==> src/rtl/ins_dispatcher_pkg.sv <==
// Shared constants for the instruction dispatcher: type codes, field positions,
// decoded field payloads and opcode legality helpers.
package ins_dispatcher_pkg;

  localparam int unsigned INST_W = 64;
  localparam int unsigned ADDR_W = 32;

  localparam logic [1:0] INS_LD   = 2'b00;
  localparam logic [1:0] INS_CALC = 2'b01;
  localparam logic [1:0] INS_WR   = 2'b10;
  localparam logic [1:0] INS_CFG  = 2'b11;

  localparam int unsigned TYPE_MSB    = 63;
  localparam int unsigned TYPE_LSB    = 62;
  localparam int unsigned OP_MSB      = 61;
  localparam int unsigned OP_LSB      = 58;
  localparam int unsigned BUF_MSB     = 57;
  localparam int unsigned BUF_LSB     = 52;
  localparam int unsigned SIZE_MSB    = 39;
  localparam int unsigned SIZE_LSB    = 32;
  localparam int unsigned ADDR_MSB    = 31;
  localparam int unsigned ADDR_LSB    = 0;
  localparam int unsigned CUT_Y_BIT   = 59;
  localparam int unsigned IS_NEW_BIT  = 58;
  localparam int unsigned PE_MSB      = 57;
  localparam int unsigned PE_LSB      = 52;
  localparam int unsigned PAD_MSB     = 51;
  localparam int unsigned PAD_LSB     = 48;
  localparam int unsigned PIX_MSB     = 47;
  localparam int unsigned PIX_LSB     = 40;
  localparam int unsigned IDX_MSB     = 39;
  localparam int unsigned IDX_LSB     = 32;
  localparam int unsigned LT_MSB      = 61;
  localparam int unsigned LT_LSB      = 58;
  localparam int unsigned POOL_BIT    = 57;
  localparam int unsigned RELU_BIT    = 56;
  localparam int unsigned IN_SEG_MSB  = 55;
  localparam int unsigned IN_SEG_LSB  = 52;
  localparam int unsigned OUT_SEG_MSB = 51;
  localparam int unsigned OUT_SEG_LSB = 48;
  localparam int unsigned IN_W_MSB    = 47;
  localparam int unsigned IN_W_LSB    = 40;
  localparam int unsigned OUT_W_MSB   = 39;
  localparam int unsigned OUT_W_LSB   = 32;

  typedef enum logic [0:0] {
    ST_RUN   = 1'b0,
    ST_DRAIN = 1'b1
  } state_t;

  typedef struct packed {
    logic [3:0]        op;
    logic [5:0]        buf_id;
    logic [7:0]        size;
    logic [ADDR_W-1:0] addr;
  } rd_fields_t;

  typedef struct packed {
    logic       cut_y;
    logic       is_new;
    logic [5:0] pe_id;
    logic [3:0] pad_code;
    logic [7:0] pix_num;
    logic [7:0] idx_num;
  } calc_fields_t;

  typedef struct packed {
    logic [3:0]        op;
    logic [5:0]        buf_id;
    logic [ADDR_W-1:0] addr;
  } wr_fields_t;

  typedef struct packed {
    logic [3:0] layer_type;
    logic       pool;
    logic       relu;
    logic [3:0] in_seg;
    logic [3:0] out_seg;
    logic [7:0] in_w;
    logic [7:0] out_w;
  } cfg_fields_t;

  localparam int unsigned RD_FW   = $bits(rd_fields_t);
  localparam int unsigned CALC_FW = $bits(calc_fields_t);
  localparam int unsigned WR_FW   = $bits(wr_fields_t);
  localparam int unsigned CFG_FW  = $bits(cfg_fields_t);

  // Load opcodes understood by the read unit
  function automatic logic is_legal_rd_op(input logic [3:0] op);
    case (op)
      4'd0, 4'd1, 4'd4, 4'd5, 4'd6, 4'd7: return 1'b1;
      default:                            return 1'b0;
    endcase
  endfunction

  // Save opcodes understood by the write unit
  function automatic logic is_legal_wr_op(input logic [3:0] op);
    case (op)
      4'd0, 4'd2, 4'd3, 4'd4, 4'd5: return 1'b1;
      default:                      return 1'b0;
    endcase
  endfunction

  // Layer types 0..5 exist; anything above is rejected
  function automatic logic is_legal_lt(input logic [3:0] lt);
    return (lt <= 4'd5);
  endfunction

endpackage

==> src/rtl/ins_field_decode.sv <==
// Combinational split of one instruction word into per-unit field payloads
// plus a legality bit for the word's own type.
module ins_field_decode
  import ins_dispatcher_pkg::*;
(
  input  logic [INST_W-1:0]  i_ins,
  output logic [1:0]         o_type_c,
  output logic [RD_FW-1:0]   o_rd_c,
  output logic [CALC_FW-1:0] o_calc_c,
  output logic [WR_FW-1:0]   o_wr_c,
  output logic [CFG_FW-1:0]  o_cfg_c,
  output logic               o_legal_c
);

  rd_fields_t   w_rd;
  calc_fields_t w_calc;
  wr_fields_t   w_wr;
  cfg_fields_t  w_cfg;

  // Field extraction for every instruction flavour
  always_comb begin
    w_rd.op          = i_ins[OP_MSB:OP_LSB];
    w_rd.buf_id      = i_ins[BUF_MSB:BUF_LSB];
    w_rd.size        = i_ins[SIZE_MSB:SIZE_LSB];
    w_rd.addr        = i_ins[ADDR_MSB:ADDR_LSB];

    w_calc.cut_y     = i_ins[CUT_Y_BIT];
    w_calc.is_new    = i_ins[IS_NEW_BIT];
    w_calc.pe_id     = i_ins[PE_MSB:PE_LSB];
    w_calc.pad_code  = i_ins[PAD_MSB:PAD_LSB];
    w_calc.pix_num   = i_ins[PIX_MSB:PIX_LSB];
    w_calc.idx_num   = i_ins[IDX_MSB:IDX_LSB];

    w_wr.op          = i_ins[OP_MSB:OP_LSB];
    w_wr.buf_id      = i_ins[BUF_MSB:BUF_LSB];
    w_wr.addr        = i_ins[ADDR_MSB:ADDR_LSB];

    w_cfg.layer_type = i_ins[LT_MSB:LT_LSB];
    w_cfg.pool       = i_ins[POOL_BIT];
    w_cfg.relu       = i_ins[RELU_BIT];
    w_cfg.in_seg     = i_ins[IN_SEG_MSB:IN_SEG_LSB];
    w_cfg.out_seg    = i_ins[OUT_SEG_MSB:OUT_SEG_LSB];
    w_cfg.in_w       = i_ins[IN_W_MSB:IN_W_LSB];
    w_cfg.out_w      = i_ins[OUT_W_MSB:OUT_W_LSB];
  end

  // Legality depends only on the opcode/layer type of the word's own type; calc is always legal
  always_comb begin
    o_legal_c = 1'b1;
    case (i_ins[TYPE_MSB:TYPE_LSB])
      INS_LD:  o_legal_c = is_legal_rd_op(w_rd.op);
      INS_WR:  o_legal_c = is_legal_wr_op(w_wr.op);
      INS_CFG: o_legal_c = is_legal_lt(w_cfg.layer_type);
      default: o_legal_c = 1'b1;
    endcase
  end

  assign o_type_c = i_ins[TYPE_MSB:TYPE_LSB];
  assign o_rd_c   = w_rd;
  assign o_calc_c = w_calc;
  assign o_wr_c   = w_wr;
  assign o_cfg_c  = w_cfg;

endmodule

==> src/rtl/ins_dispatcher.sv <==
// Instruction dispatcher: routes load/calc/save words to their units through a
// single registered holding slot and applies config words once all units drain.
// Optional build macro INS_DISPATCH_CNT_EN adds per-type handshake counters.
module ins_dispatcher
  import ins_dispatcher_pkg::*;
(
  input  logic        clk,
  input  logic        rst,
  input  logic        ins_valid,
  output logic        ins_ready,
  input  logic [63:0] ins,
  output logic        rd_valid,
  input  logic        rd_ready,
  output logic [3:0]  rd_op,
  output logic [5:0]  rd_buf_id,
  output logic [7:0]  rd_size,
  output logic [31:0] rd_addr,
  output logic        calc_valid,
  input  logic        calc_ready,
  output logic        calc_cut_y,
  output logic        calc_is_new,
  output logic [5:0]  calc_pe_id,
  output logic [3:0]  calc_pad_code,
  output logic [7:0]  calc_pix_num,
  output logic [7:0]  calc_idx_num,
  output logic        wr_valid,
  input  logic        wr_ready,
  output logic [3:0]  wr_op,
  output logic [5:0]  wr_buf_id,
  output logic [31:0] wr_addr,
  input  logic        rd_busy,
  input  logic        calc_busy,
  input  logic        wr_busy,
  output logic [3:0]  cfg_layer_type,
  output logic        cfg_pool,
  output logic        cfg_relu,
  output logic [3:0]  cfg_in_seg,
  output logic [3:0]  cfg_out_seg,
  output logic [7:0]  cfg_in_w,
  output logic [7:0]  cfg_out_w,
  output logic        cfg_update,
  output logic        err,
  output logic [63:0] err_ins
`ifdef INS_DISPATCH_CNT_EN
  ,
  output logic [31:0] cnt_ld,
  output logic [31:0] cnt_calc,
  output logic [31:0] cnt_wr,
  output logic [31:0] cnt_cfg
`endif
);

  logic [1:0]         w_type;
  logic [RD_FW-1:0]   w_rd_bits;
  logic [CALC_FW-1:0] w_calc_bits;
  logic [WR_FW-1:0]   w_wr_bits;
  logic [CFG_FW-1:0]  w_cfg_bits;
  logic               w_legal;

  ins_field_decode u_decode (
    .i_ins     (ins),
    .o_type_c  (w_type),
    .o_rd_c    (w_rd_bits),
    .o_calc_c  (w_calc_bits),
    .o_wr_c    (w_wr_bits),
    .o_cfg_c   (w_cfg_bits),
    .o_legal_c (w_legal)
  );

  state_t       r_state;
  state_t       w_state_nxt;
  logic         r_rd_valid, r_calc_valid, r_wr_valid;
  rd_fields_t   r_rd;
  calc_fields_t r_calc;
  wr_fields_t   r_wr;
  cfg_fields_t  r_cfg, r_cfg_pend;
  logic         r_cfg_update;
  logic         r_err;
  logic [63:0]  r_err_ins;

  logic w_rd_fire, w_calc_fire, w_wr_fire;
  logic w_slot_valid, w_slot_fire;
  logic w_ins_ready, w_drain_done;
  logic w_accept, w_acc_rd, w_acc_calc, w_acc_wr, w_acc_cfg, w_acc_ill;

  assign w_rd_fire    = r_rd_valid & rd_ready;
  assign w_calc_fire  = r_calc_valid & calc_ready;
  assign w_wr_fire    = r_wr_valid & wr_ready;
  assign w_slot_valid = r_rd_valid | r_calc_valid | r_wr_valid;
  assign w_slot_fire  = w_rd_fire | w_calc_fire | w_wr_fire;

  assign w_accept   = ins_valid & w_ins_ready;
  assign w_acc_rd   = w_accept & w_legal & (w_type == INS_LD);
  assign w_acc_calc = w_accept & w_legal & (w_type == INS_CALC);
  assign w_acc_wr   = w_accept & w_legal & (w_type == INS_WR);
  assign w_acc_cfg  = w_accept & w_legal & (w_type == INS_CFG);
  assign w_acc_ill  = w_accept & ~w_legal;

  // State register
  always_ff @(posedge clk) begin
    if (rst) r_state <= ST_RUN;
    else     r_state <= w_state_nxt;
  end

  // Next state, acceptance window and drain completion
  always_comb begin
    w_state_nxt  = r_state;
    w_ins_ready  = 1'b0;
    w_drain_done = 1'b0;
    case (r_state)
      ST_RUN: begin
        w_ins_ready = ~w_slot_valid | w_slot_fire;
        if (ins_valid && w_ins_ready && w_legal && (w_type == INS_CFG)) w_state_nxt = ST_DRAIN;
      end
      ST_DRAIN: begin
        if (!w_slot_valid && !rd_busy && !calc_busy && !wr_busy) begin
          w_state_nxt  = ST_RUN;
          w_drain_done = 1'b1;
        end
      end
      default: w_state_nxt = ST_RUN;
    endcase
  end

  // Holding slot: a valid drops only on its handshake, reloads on a new accept
  always_ff @(posedge clk) begin
    if (rst) begin
      r_rd_valid   <= 1'b0;
      r_calc_valid <= 1'b0;
      r_wr_valid   <= 1'b0;
      r_rd         <= '0;
      r_calc       <= '0;
      r_wr         <= '0;
    end else begin
      r_rd_valid   <= w_acc_rd   | (r_rd_valid   & ~rd_ready);
      r_calc_valid <= w_acc_calc | (r_calc_valid & ~calc_ready);
      r_wr_valid   <= w_acc_wr   | (r_wr_valid   & ~wr_ready);
      if (w_acc_rd)   r_rd   <= w_rd_bits;
      if (w_acc_calc) r_calc <= w_calc_bits;
      if (w_acc_wr)   r_wr   <= w_wr_bits;
    end
  end

  // Config capture on accept, application when the drain completes
  always_ff @(posedge clk) begin
    if (rst) begin
      r_cfg_pend   <= '0;
      r_cfg        <= '0;
      r_cfg_update <= 1'b0;
    end else begin
      if (w_acc_cfg)    r_cfg_pend <= w_cfg_bits;
      if (w_drain_done) r_cfg      <= r_cfg_pend;
      r_cfg_update <= w_drain_done;
    end
  end

  // Sticky error flag; only the first offending word is kept
  always_ff @(posedge clk) begin
    if (rst) begin
      r_err     <= 1'b0;
      r_err_ins <= '0;
    end else if (w_acc_ill) begin
      r_err <= 1'b1;
      if (!r_err) r_err_ins <= ins;
    end
  end

`ifdef INS_DISPATCH_CNT_EN
  logic [31:0] r_cnt_ld, r_cnt_calc, r_cnt_wr, r_cnt_cfg;

  // Completed handshakes per type and applied configs, free-running wrap
  always_ff @(posedge clk) begin
    if (rst) begin
      r_cnt_ld   <= '0;
      r_cnt_calc <= '0;
      r_cnt_wr   <= '0;
      r_cnt_cfg  <= '0;
    end else begin
      if (w_rd_fire)    r_cnt_ld   <= r_cnt_ld   + 32'd1;
      if (w_calc_fire)  r_cnt_calc <= r_cnt_calc + 32'd1;
      if (w_wr_fire)    r_cnt_wr   <= r_cnt_wr   + 32'd1;
      if (w_drain_done) r_cnt_cfg  <= r_cnt_cfg  + 32'd1;
    end
  end

  assign cnt_ld   = r_cnt_ld;
  assign cnt_calc = r_cnt_calc;
  assign cnt_wr   = r_cnt_wr;
  assign cnt_cfg  = r_cnt_cfg;
`endif

  assign ins_ready      = w_ins_ready;
  assign rd_valid       = r_rd_valid;
  assign rd_op          = r_rd.op;
  assign rd_buf_id      = r_rd.buf_id;
  assign rd_size        = r_rd.size;
  assign rd_addr        = r_rd.addr;
  assign calc_valid     = r_calc_valid;
  assign calc_cut_y     = r_calc.cut_y;
  assign calc_is_new    = r_calc.is_new;
  assign calc_pe_id     = r_calc.pe_id;
  assign calc_pad_code  = r_calc.pad_code;
  assign calc_pix_num   = r_calc.pix_num;
  assign calc_idx_num   = r_calc.idx_num;
  assign wr_valid       = r_wr_valid;
  assign wr_op          = r_wr.op;
  assign wr_buf_id      = r_wr.buf_id;
  assign wr_addr        = r_wr.addr;
  assign cfg_layer_type = r_cfg.layer_type;
  assign cfg_pool       = r_cfg.pool;
  assign cfg_relu       = r_cfg.relu;
  assign cfg_in_seg     = r_cfg.in_seg;
  assign cfg_out_seg    = r_cfg.out_seg;
  assign cfg_in_w       = r_cfg.in_w;
  assign cfg_out_w      = r_cfg.out_w;
  assign cfg_update     = r_cfg_update;
  assign err            = r_err;
  assign err_ins        = r_err_ins;

endmodule

==> config.mk <==
export PLATFORM = sky130hd
export DESIGN_NAME = ins_dispatcher
export DESIGN_NICKNAME = d
export VERILOG_FILES = /design/src/rtl/ins_dispatcher_pkg.sv /design/src/rtl/ins_field_decode.sv /design/src/rtl/ins_dispatcher.sv
export SDC_FILE = /design/constraint.sdc
export NUM_CORES = 1
export LEC_CHECK = 0
export ABC_AREA = 0
export CORE_ASPECT_RATIO = 0.5
export CORE_UTILIZATION = 50
export DETAILED_ROUTE_END_ITERATION = 8
export GPL_TIMING_DRIVEN = 0
export PLACE_DENSITY = 0.9
export RECOVER_POWER = 25
export SLEW_MARGIN = 20
export SYNTH_ARGS = -nofsm -noshare
export SYNTH_HDL_FRONTEND = slang
export SYNTH_HIERARCHICAL = 1
export SYNTH_SLANG_ARGS = --single-unit
==> constraint.sdc <==
create_clock -name clk -period 2.5 [get_ports clk]
set_input_delay 0.625 -clock clk [delete_from_list [all_inputs] [get_ports clk]]
set_output_delay 0.625 -clock clk [all_outputs]
set_load 0.05 [all_outputs]
==> impl_metrics.ini, run 1 <==
[status]
status = complete, but fails checks
violations_in_the_final_reports = negative setup slack

[sta]
final_critical_path_setup_slack_ns = -0.0263
hold-worst-slack_ns = 0.455
slew_headroom = 0.411
report.final.slew_viol_count = 0
setup_viol = 10
clock-skew-final_ns = 0.00832
final.min_clock_period_ns = 2.53
worst_slew_pin_slew_ns = 0.883
fin_crit_sh = 1.01
hold_violation_total_from_the_final_report = 0
achievable-frequency_mhz = 396

[clocking]
clk_latency_ns = 0.52
clock-root-buffer = clkbuf_16
clkSlewWorstSetupHoldPaths_ns = 0.07
cts.htree.levels = 1
cts.sink_count = 250
cts_hold_repair.buffers = 0
clock_path_buffers = 3
cts_buffers = 23
cts_tree = done

[logic_synthesis]
synth_seq_area_share = 0.426
postSynthRegisterBits = 250
synth_area_leader_cell = dfxtp_1
yosysWarnings = 6
post_synth.cell_area_avg_um2 = 9.35
netlist_area_um2 = 11700
synth.top_cell.area_share = 0.426
syn_inst = 1256
net_count_after_synthesis = 1329
netlist_top_cells_area = dfxtp_1 (43%), nand2b_1 (20%), mux2i_1 (16%), buf_4 (10%), nand2_1 (4.0%)
netlist-cell-type-count = 32

[final_layout]
most_common_library_cell_in_the_layout_ignoring_fill_and_taps = nand2b_1
flow.area_growth_from_synthesis_pct = 35.6
antenna_cells = 0
layout.filler_cells = 1738
final_nets = 1658
most-common-layout-cells = nand2b_1 (368), clkdlybuf4s50_1 (283), dfxtp_1 (250)
instances_no_fill = 1904
drive_gt1_frac = 0.145

[drt]
routed-via-count = 9456
detail_route_antenna_nets = 0
drt-vias-per-instance = 4.97
postRouteWirelength_mm = 33.7
first_pass_detailed_route_iteration_total = 5
drt_iter0_drc = 515
routed_wire_length_per_instance_um = 17.7
remaining_drc_errors = 0

[grt]
grt_pass1_wl_mm = 50.1
pin_count_of_the_biggest_net_entering_global_routing = 15
grt_antenna_before_repair = 0
via_count_of_the_first_global_routing_pass = 9725
grt-ovfl-total = 0
total_routing_usage_gr = 0.265

[floorplan]
number_of_rows_in_the_core_area = 39
boundaryPins = 293
core_um2 = 22900
design.die.area_um2 = 24100
starting_density = 0.512
floorplan.die.height_um = 110
fp.dieW_um = 219

[setup_path]
path_cells = clkdlybuf4s50_1 -> nor3_2 -> a21oi_1 -> o221a_1 -> nor4b_1 -> buf_4 -> buf_6 -> mux2i_1
criticalPathCategory = in -> reg
timing.critical_path.slowest_cell_delay_ns = 0.51
r2r_start = wr_valid
worstPathMaxFanout = 10
startpoint_type = input pin
rr_endpoint = err_ins[47]
worst_ep_arrival_time_ns = 2.98
worst-r2r-setup-slack_ns = 0.20
cp_top_family = buffers and inverters
crit_slowest_cell = clkdlybuf4s50_1
reg2reg_depth = 7
critical_path_buf_inv_count = 3
required_worst_endpoint_ns = 2.95
crit_path_end_kind = flop

[power_and_ir_drop]
vdd.ir_drop.worst_uv = 381
powerDensity_nw_per_um2 = 591
power.static_leakage_nw = 5.88

[place]
numPlacedInstances = 1854
port_buffers = 291
globalplace.congestion = 0.896
dp.final_hpwl_mm = 24.3

[worst_hold_path]
holdPathStages = 2
hold_path_end = cfg_in_w[2]
timing.hold.worst.class = reg -> reg
hp-start = r_cfg_pend[10]

[job]
cap_viol_max_count = 0
final cells by class:
type	instances	area, µm²	area share
Timing Repair Buffer	304	3020	0.190
Inverter	5	18.8	0.00118
Sequential cell	250	5000	0.314
Multi-Input combinational cell	768	5190	0.326
Clock inverter	3	42.5	0.00267
Buffer	233	1570	0.0985
Clock buffer	34	687	0.0431
Tap cell	307	384	0.0241
kinds of logic (layout without fill, tap and decap cells):
logic type      count (synthesis)  count (layout)  synth area share
simple gates                  511             511             0.248
flops                         250             250             0.426
buf+inv                       238             579             0.133
mux                           184             184             0.157
compound gates                 73              73            0.0358
per-stage QoR:
step | worst slack (ns) | utilization | power (mW) | cell area (µm²) | TNS [ns]
after global placement | -0.801 | 0.656 | 5.87 | 15000 | -123.56
final | -0.0263 | 0.694 | 9.41 | 15900 | -0.122
after floorplan | 0.440 | - | 5.34 | 11700 | 0
after global routing | -0.108 | 0.694 | 9.69 | 15900 | -3.10
after CTS | -0.0327 | 0.690 | 9.40 | 15800 | -0.0327
after detailed placement | -0.941 | 0.656 | 5.91 | 15000 | -148.11
worst min-delay path: stages (launching register included):
cell	delay [ns]
dfxtp_1	0.31
nand2_1	0.05
a21oi_1	0.05
report_power, final:
part	switching, mW	internal, mW
combinational	0.941	0.739
clock	1.55	1.99
sequential	0.0754	4.11
total	2.57	6.84
how the worst max path moves through the flow:
stage | depth (start not counted) | slack [ns] | end | from
2_1_floorplan | 8 | 0.44 | wr_addr[10] | ins[59]
3_3_place_gp | 9 | -0.80 | calc_pe_id[2] | ins[59]
3_5_place_dp | 9 | -0.94 | calc_pad_code[1] | ins[59]
4_1_cts | 5 | -0.03 | ins_ready | rd_ready
5_1_grt | 8 | -0.11 | err_ins[52] | ins[62]
6_report | 8 | -0.03 | err_ins[47] | ins[62]
metal layers:
layer,GRT usage,vias to the layer above,routed length (µm)
met3,0.0464,108,1560
met1,0.310,4529,13700
met5,0,-,0
met4,0.113,0,1600
li1,-,4531,-
met2,0.482,288,16800
cell usage after synthesis:
library cell	instances
clkbuf_1	59
nor2b_1	3
dfxtp_1	250
and2_0	1
and4_1	1
nor3_2	2
o31ai_4	1
buf_4	161
or3_1	1
o311ai_1	1
nor4b_1	3
a21oi_1	62
nand3_1	1
a31oi_1	2
o221a_1	1
nand2_1	124
o311a_1	1
inv_2	1
nand2b_1	368
a22oi_1	1
buf_1	2
mux2i_1	184
nor4_1	1
and2_1	1
nor2_1	3
buf_6	9
o21ba_1	3
nor4_4	1
inv_1	4
buf_2	2
nor3_1	1
a22o_1	1
sequential cells by signal, indices dropped and copies added (netlist names), 6 cells and up:
register and cells:
calc_idx_num 8, calc_pe_id 6, calc_pix_num 8, cfg_in_w 8, cfg_out_w 8, err_ins 64
r_cfg_pend 30, rd_addr 32, rd_buf_id 6, rd_size 8, wr_addr 32, wr_buf_id 6
timing repair:
item                                    in CTS  in global routing
endpoints found under the setup margin     180                106
hold endpoints to repair                     0                  0
gates resized for setup                     12                 21
pin swaps                                    2                  3
setup buffers                                5                  8
Note: power is estimated with default switching activity, not from simulation.
==> inputs of run 2 (changes only) <==
--- a/config.mk
+++ b/config.mk
@@ -12,6 +12,7 @@
 export GPL_TIMING_DRIVEN = 0
 export PLACE_DENSITY = 0.9
 export RECOVER_POWER = 25
+export SETUP_SLACK_MARGIN = 0.15
 export SLEW_MARGIN = 20
 export SYNTH_ARGS = -nofsm -noshare
 export SYNTH_HDL_FRONTEND = slang
==> run 2 against run 1 <==
The flow now finishes without violations. First-iteration DRC count is 5.0% lower. Global-route usage is 0.11 points higher. Sequential share of layout area is 0.59 points higher. Sequential cell count stayed put. Cell count is 0.16% lower. Total power is 0.60% lower. Clock skew is 0.0010 ns lower. Clock power hardly changed. Combinational power hardly changed. Cell area is 1.8% lower. Register-to-register slack better by 0.03 ns. Setup slack better by 0.17 ns. Critical endpoint is now ins_ready. Largest cell class unchanged. Largest power group unchanged. Highest routed layer unchanged.
==> impl_metrics.ini, run 2 (synthesized netlist as in run 1, its figures left out) <==
[status]
status = complete, no violations

[floorplan]
fp.dieW_um = 219
floorplan.die.height_um = 110
number_of_rows_in_the_core_area = 39
starting_density = 0.512
design.die.area_um2 = 24100
boundaryPins = 293
core_um2 = 22900

[sta]
achievable-frequency_mhz = 424
setup_viol = 0
final_critical_path_setup_slack_ns = 0.142
grt_setup_unrepaired = yes
worst_slew_pin_slew_ns = 0.862
report.final.slew_viol_count = 0
hold_violation_total_from_the_final_report = 0
fin_crit_sh = 0.943
clock-skew-final_ns = 0.00732
slew_headroom = 0.425
final.min_clock_period_ns = 2.36

[clocking]
clkSlewWorstSetupHoldPaths_ns = 0.07
cts_hold_repair.buffers = 0
clock-root-buffer = clkbuf_16
cts.htree.levels = 1
cts.sink_count = 250
cts_buffers = 23
clock_path_buffers = 3
clk_latency_ns = 0.52
cts_tree = done

[drt]
detail_route_antenna_nets = 0
routed-via-count = 9403
remaining_drc_errors = 0
postRouteWirelength_mm = 33.6
drt-vias-per-instance = 4.95
drt_iter0_drc = 489
routed_wire_length_per_instance_um = 17.7
first_pass_detailed_route_iteration_total = 5

[worst_hold_path]
holdPathStages = 2
timing.hold.worst.class = reg -> reg
hp-start = r_cfg_pend[10]
hold_path_end = cfg_in_w[2]

[place]
pre_cts_ws_ns = -0.941
port_buffers = 291
globalplace.congestion = 0.896
numPlacedInstances = 1854
dp.final_hpwl_mm = 24.3

[power_and_ir_drop]
power.static_leakage_nw = 5.85
powerDensity_nw_per_um2 = 598
vdd.ir_drop.worst_uv = 378

[grt]
via_count_of_the_first_global_routing_pass = 9777
grt_busiest_layer = met2
grt-ovfl-total = 0
grt_pass1_wl_mm = 50.0
total_routing_usage_gr = 0.266
pin_count_of_the_biggest_net_entering_global_routing = 15
grt_antenna_before_repair = 0
grt_use_met2 = 0.475
grt.met3_usage = 0.0455
grt.met1_usage = 0.309

[final_layout]
layout.filler_cells = 1789
drive_gt1_frac = 0.144
instances_no_fill = 1901
flow.area_growth_from_synthesis_pct = 33.1
most_common_library_cell_in_the_layout_ignoring_fill_and_taps = nand2b_1
number_of_flip_flops_under_the_largest_register_name = 64
antenna_cells = 0
finalCoreUtilization = 0.682
final_nets = 1655
most-common-layout-cells = nand2b_1 (368), dfxtp_1 (250), clkdlybuf4s50_1 (227)

[setup_path]
reg2reg_depth = 7
r2r_start = rd_valid
worst_ep_arrival_time_ns = 1.73
worstPathMaxFanout = 6
required_worst_endpoint_ns = 1.88
startpoint_type = flop
criticalPathCategory = reg -> out
crit_path_end_kind = output port
rr_endpoint = calc_pad_code[3]
worst-r2r-setup-slack_ns = 0.23

[job]
cap_viol_max_count = 0
[run 2: cell count changes in the layout (fill, tap and decap cells not counted), sizes merged]
| cell | before | now |
|---|---|---|
| dlygate4sd2 | 3 | 19 |
| dlymetal6s2s | 4 | 3 |
| clkdlybuf4s50 | 283 | 227 |
| buf | 187 | 180 |
| clkbuf | 94 | 138 |
| clkdlybuf4s15 | 0 | 1 |
[run 2: layout make-up]
class / instances / area, µm² / share of cell area
multi-input combinational: 768 / 5190 / 0.332
timing repair buffer: 301 / 2720 / 0.174
sequential: 250 / 5000 / 0.320
clock inverter: 3 / 42.5 / 0.00272
buffer: 233 / 1580 / 0.101
inverter: 5 / 18.8 / 0.00120
clock buffer: 34 / 687 / 0.0439
tap: 307 / 384 / 0.0246
[run 2: worst max path at each step]
stage,startpoint,endpoint
after floorplan,ins[59],wr_addr[10]
after global placement,ins[59],calc_pe_id[2]
after detailed placement,ins[59],calc_pad_code[1]
after CTS,calc_ready,ins_ready
after global routing,ins[61],rd_size[3]
final,rd_valid,ins_ready
[run 2: through the flow]
| step | power, mW | TNS, ns | instance area (µm²) | hold slack [ns] |
|---|---|---|---|---|
| floorplan | 5.34 | 0 | 11700 | 0.432 |
| global placement | 5.87 | -123.56 | 15000 | 0.436 |
| detailed placement | 5.91 | -148.11 | 15000 | 0.445 |
| CTS | 9.41 | 0 | 15900 | 0.457 |
| global route | 9.66 | 0 | 15600 | 0.471 |
| finish | 9.35 | 0 | 15600 | 0.453 |
[run 2: what timing repair did]
item,in CTS,in global routing
pin swaps,4,4
gates resized for setup,44,62
setup buffers,9,1
gates cloned,0,0
endpoints found under the setup margin,228,265
[run 2: power by group]
| part | leakage [nW] | switching [mW] | internal [mW] | total [mW] |
|---|---|---|---|---|
| combinational | 3.46 | 0.939 | 0.711 | 1.65 |
| sequential | 2.03 | 0.0761 | 4.11 | 4.19 |
| clock | 0.357 | 1.52 | 1.99 | 3.52 |
| total | 5.85 | 2.54 | 6.81 | 9.35 |
[run 2: worst max-delay path, cell delays in order (launching register included)]
cell	delay, ns
dfxtp_1	0.37
a22o_4	0.30
o31ai_4	0.31
inv_2	0.08
buf_8	0.16
[run 2: routing by layer]
metal / wire length [µm] / vias to the layer above / part of all wire
li1: - / 4530 / -
met1: 13900 / 4505 / 0.41
met2: 16500 / 260 / 0.49
met3: 1430 / 108 / 0.043
met4: 1790 / 0 / 0.053
met5: 0 / - / 0
